--- src/rtl/rd_ctrl.sv ---
// AXI4 read-channel master: issues single AR bursts, tracks outstanding bursts, registers R beats to the user.
// Optional macro RD_LEN_CHECK_EN adds per-burst beat-count checking against the issued ARLEN.
module rd_ctrl #(
  parameter int CTRL_ADDR_WIDTH = 28,
  parameter int MEM_DQ_WIDTH    = 16,
  parameter int MAX_OUTSTANDING = 4
) (
  input  logic                         clk,
  input  logic                         rst,
  input  logic                         rd_en,
  input  logic [CTRL_ADDR_WIDTH-1:0]   rd_addr,
  input  logic [3:0]                   rd_id,
  input  logic [3:0]                   rd_len,
  output logic                         rd_cmd_ready,
  output logic                         rd_data_valid,
  output logic [MEM_DQ_WIDTH*8-1:0]    rd_data,
  output logic [3:0]                   rd_data_id,
  output logic                         rd_data_last,
  output logic                         rd_busy,
  output logic                         rd_err,
  output logic [CTRL_ADDR_WIDTH-1:0]   axi_araddr,
  output logic [3:0]                   axi_arid,
  output logic [3:0]                   axi_arlen,
  output logic [2:0]                   axi_arsize,
  output logic [1:0]                   axi_arburst,
  output logic                         axi_arvalid,
  input  logic                         axi_arready,
  input  logic [MEM_DQ_WIDTH*8-1:0]    axi_rdata,
  input  logic [3:0]                   axi_rid,
  input  logic [1:0]                   axi_rresp,
  input  logic                         axi_rlast,
  input  logic                         axi_rvalid,
  output logic                         axi_rready
);

  localparam int CW = $clog2(MAX_OUTSTANDING + 1);
  localparam logic [CW-1:0] MAX_CNT = CW'(MAX_OUTSTANDING);

  typedef enum logic {AR_IDLE, AR_REQ} ar_state_t;

  ar_state_t     state_q, state_d;
  logic [CW-1:0] out_cnt;
  logic          ar_hs, r_hs, r_last_hs, cmd_accept, err_set, len_err;

  assign ar_hs        = axi_arvalid & axi_arready;
  assign r_hs         = axi_rvalid & axi_rready;
  assign r_last_hs    = r_hs & axi_rlast;
  assign rd_cmd_ready = !rst && (state_q == AR_IDLE) && (out_cnt < MAX_CNT);
  assign cmd_accept   = rd_en & rd_cmd_ready;
  assign rd_busy      = axi_arvalid || (out_cnt != '0);
  assign axi_arsize   = 3'b110;
  assign axi_arburst  = 2'b01;

  always_comb begin
    state_d = state_q;
    case (state_q)
      AR_IDLE: if (cmd_accept) state_d = AR_REQ;
      AR_REQ:  if (ar_hs)      state_d = AR_IDLE;
      default: state_d = AR_IDLE;
    endcase
  end

  always_ff @(posedge clk or posedge rst) begin
    if (rst) begin
      state_q     <= AR_IDLE;
      axi_araddr  <= '0;
      axi_arid    <= '0;
      axi_arlen   <= '0;
      axi_arvalid <= 1'b0;
    end else begin
      state_q <= state_d;
      if (cmd_accept) begin
        axi_araddr  <= rd_addr;
        axi_arid    <= rd_id;
        axi_arlen   <= rd_len;
        axi_arvalid <= 1'b1;
      end else if (ar_hs) begin
        axi_arvalid <= 1'b0;
      end
    end
  end

  // Simultaneous issue and completion cancel; completion at zero holds and is flagged below.
  always_ff @(posedge clk or posedge rst) begin
    if (rst) begin
      out_cnt <= '0;
    end else if (ar_hs && !r_last_hs) begin
      out_cnt <= out_cnt + CW'(1);
    end else if (r_last_hs && !ar_hs && (out_cnt != '0)) begin
      out_cnt <= out_cnt - CW'(1);
    end
  end

`ifdef RD_LEN_CHECK_EN
  localparam int PW = (MAX_OUTSTANDING > 1) ? $clog2(MAX_OUTSTANDING) : 1;

  logic [3:0]    len_fifo [MAX_OUTSTANDING];
  logic [PW-1:0] wr_ptr, rd_ptr;
  logic [3:0]    beat_cnt, head_len;

  function automatic logic [PW-1:0] next_ptr(input logic [PW-1:0] p);
    return (p == PW'(MAX_OUTSTANDING - 1)) ? '0 : p + PW'(1);
  endfunction

  assign head_len = len_fifo[rd_ptr];
  assign len_err  = r_hs && (out_cnt != '0) &&
                    (axi_rlast ? (beat_cnt != head_len) : (beat_cnt == head_len));

  always_ff @(posedge clk or posedge rst) begin
    if (rst) begin
      for (int unsigned i = 0; i < MAX_OUTSTANDING; i++) len_fifo[i] <= '0;
      wr_ptr   <= '0;
      rd_ptr   <= '0;
      beat_cnt <= '0;
    end else begin
      if (ar_hs) begin
        len_fifo[wr_ptr] <= axi_arlen;
        wr_ptr           <= next_ptr(wr_ptr);
      end
      if (r_last_hs && (out_cnt != '0)) rd_ptr <= next_ptr(rd_ptr);
      if (r_hs) beat_cnt <= axi_rlast ? 4'd0 : beat_cnt + 4'd1;
    end
  end
`else
  assign len_err = 1'b0;
`endif

  assign err_set = (r_hs && ((axi_rresp != 2'b00) || (axi_rlast && (out_cnt == '0)))) || len_err;

  always_ff @(posedge clk or posedge rst) begin
    if (rst) begin
      axi_rready    <= 1'b0;
      rd_data_valid <= 1'b0;
      rd_data       <= '0;
      rd_data_id    <= '0;
      rd_data_last  <= 1'b0;
      rd_err        <= 1'b0;
    end else begin
      axi_rready    <= 1'b1;
      rd_data_valid <= r_hs;
      if (r_hs) begin
        rd_data      <= axi_rdata;
        rd_data_id   <= axi_rid;
        rd_data_last <= axi_rlast;
      end
      if (err_set) rd_err <= 1'b1;
    end
  end

endmodule

--- config.mk ---
export PLATFORM = sky130hd
export DESIGN_NAME = rd_ctrl
export DESIGN_NICKNAME = d
export VERILOG_FILES = /design/src/rtl/rd_ctrl.sv
export SDC_FILE = /design/constraint.sdc
export NUM_CORES = 1
export LEC_CHECK = 0
export CELL_PAD_IN_SITES_DETAIL_PLACEMENT = 0
export CELL_PAD_IN_SITES_GLOBAL_PLACEMENT = 1
export CORE_ASPECT_RATIO = 1.2
export CORE_MARGIN = 2
export CORE_UTILIZATION = 31
export DETAILED_ROUTE_END_ITERATION = 6
export PLACE_DENSITY_LB_ADDON = 0.1
export SYNTH_ARGS = -nofsm -noshare
export SYNTH_HDL_FRONTEND = slang
export SYNTH_SLANG_ARGS = --single-unit
--- constraint.sdc ---
create_clock -name clk -period 7.4 [get_ports clk]
set_clock_uncertainty 0.2 [all_clocks]
set_input_delay 0.74 -clock clk [delete_from_list [all_inputs] [get_ports clk]]
set_output_delay 0.74 -clock clk [all_outputs]
set_load 0.01 [all_outputs]
==> reports/metrics.cfg <==
[logic_synthesis]
synthesis.area_um2 = 6714
synth_seq_cells = 177
synth-main-ff-cell = dfrtp_1
synthArstFlopShare = 1.000
synth_most_common_cell = dfrtp_1
synth.avg_cell_area_um2 = 16.62
synth_edf_count = 0
synth-seq-area-share = 0.6597
yosysUniqueCellTypes = 29
yosys_warnings = 0
synth_top_area_share = 0.6597
netlist.top_cell.by_area = dfrtp_1
synth_cells = 404
synth_area_leaders = dfrtp_1 (66%), mux2_2 (28%), buf_2 (1.1%)
synth.top_cells.by_count = dfrtp_1 (177), mux2_2 (167), buf_2 (15), buf_4 (6), nand2_1 (5)

[sta]
tightest_slew_ps = 1091
setup_tns_ps = 0
max_clock_freq_ghz = 0.3164
setup_viol = 0
fin_crit_ps = 3160
hold_viol_final = 0
maxSlewViolCount = 0
fin_crit_sh = 0.4271
rsz0062_at_grt = false
slew_headroom = 0.2724

[cts]
clk_pin_slew_ps = 70
numClockSinks = 177
ctsRootBufferMaster = clkbuf_16
cts_max_path_buffers = 2
h-tree-depth = 4
cts_setup_buffers = 0
cts_buffers = 17
cts_tree = built
postCtsHoldBufs = 0
ctsResizeCount = 0
clk_latency_ps = 420

[placed_design]
gp_routability_congestion = 0.7195
dp_hpwl_mm = 13.72
placed_cells = 1011
portBuffers = 350

[global_route]
grt_pass1_vias = 5034
antenna_found_initial = 1
overflow = 0
grt_max_degree = 115
grt_pass1_wl_mm = 27.53
grt_usage = 0.1572

[setup_path]
startpoint_type = primary input
end_kind = register
crit_type = in -> reg
arrival_ps = 3260
cp.required_ps = 7500
cp_max_fo = 82

[finish]
utilization = 0.5137
instances_no_fill = 1045
nNetsFinal = 933
multi_input_area_um2 = 2138
drive_gt1_frac = 0.2705
fillCellCount = 1842
ff_latch_area_um2 = 4429
syn2layout_area_growth_pct = 64.37

[floorplanning]
floorplan.initialDensity = 0.3125
fp.dieH_um = 165.2
row_count = 59
die_w_um = 138.3
dieArea_um2 = 22860
ios = 356
core_um2 = 21480

[detailed_routing]
vias = 4654
viasPerCell = 4.454
wl_per_cell_um = 17.63
routed_wl_mm = 18.42
drc = 0
antenna_left = 0
drtPass1Iterations = 4
drt_iter0_drc = 122

[outcome]
status = finished, final reports clean

[pwr]
power.leakage_nw = 4.559
ir_drop_mv = 0.1524
power_density_nw_per_um2 = 286.2

[job]
maxCapViolCount = 0

[hold_path]
holdCritPathClass = reg -> reg

==> metal layers <==
metal / vias to the layer above / GRT usage / wire (um)
met5: - / 0 / 13
met3: 27 / 0.07439 / 1751
met4: 2 / 0.06772 / 457
met2: 204 / 0.2838 / 9899
li1: 2120 / - / -
met1: 2301 / 0.1552 / 6296
==> state kept, by name, indices dropped and copies added (netlist names) <==
| name | cells |
|---|---|
| axi_araddr | 28 |
| axi_arid | 4 |
| axi_arlen | 4 |
| axi_arvalid | 1 |
| axi_rready | 1 |
| out_cnt | 3 |
| rd_data | 128 |
| rd_data_id | 4 |
| rd_data_last | 1 |
| rd_data_valid | 1 |
| rd_err | 1 |
| state_q | 1 |
==> cells in the final DEF (no fill, tap or decap), types with 2 or more instances in the layout <==
master	Yosys	final
nand2b_1	2	2
diode_2	0	2
clkinv_2	0	2
conb_1	2	6
mux2_2	167	167
a21o_1	2	2
nand2_1	5	4
dfrtp_1	177	177
inv_1	4	3
clkdlybuf4s50_1	0	350
clkbuf_16	0	17
a211oi_1	2	2
nand3_1	2	2
inv_6	0	6
buf_4	6	3
inv_8	0	4
==> worst max-delay path: stages <==
cell and delay (ps):
clkdlybuf4s50_1 500, nand2_4 770, buf_4 700, mux2_2 420
==> per-stage QoR <==
step	setup WS [ps]	hold WS, ps	total power [mW]	area [um2]
5_1_grt	4073	292.0	3.326	11030
4_1_cts	4219	291.5	3.211	11030
3_5_place_dp	3759	276.2	2.305	10460
6_report	4240	285.8	3.158	11040
2_1_floorplan	1658	270.5	1.698	6729
3_3_place_gp	3851	264.1	2.282	10460
==> where the power goes <==
group | switching, mW | internal, mW | leakage (nW)
combinational | 0.346 | 0.624 | 2.19
sequential | 0.116 | 1.19 | 2.09
clock | 0.407 | 0.478 | 0.284
total | 0.869 | 2.29 | 4.56
==> final cells by class <==
class,count,area share
repair buffers,353,0.3195
clock inverters,14,0.01315
diodes,2,0.0004535
inverters,4,0.001814
multi-input cells,203,0.1938
clock buffers,18,0.03889
flip-flops and latches,177,0.4014
well taps,274,0.03107
==> logic make-up (layout without fill, tap and decap cells) <==
family,after synthesis,after routing,synth area share
AND/OR/NAND/NOR,18,18,0.01826
other,2,8,0.001119
flip-flops,177,177,0.6597
AO/OA/AOI/OAI,9,9,0.009690
adder cells (fa/ha/maj),1,1,0.002982
buffers and inverters,28,389,0.02516
XOR/XNOR,1,1,0.001305
multiplexers,168,168,0.2818
==> path summary, 6_finish.rpt <==
check                                start       endpoint  slack (ps)  depth (start not counted)
worst max-delay path            axi_rvalid     rd_data[8]        4240                          4
worst min-delay path                rd_err         rd_err         290                          1
worst max register to register  axi_rready     rd_data[8]        4630                          3
worst min register to register      rd_err         rd_err         290                          1
max in group asynchronous              rst   rd_data[103]        4800                          3
min in group asynchronous              rst  axi_araddr[9]         800                          2
No activity file was read; power rests on OpenSTA's default activity.
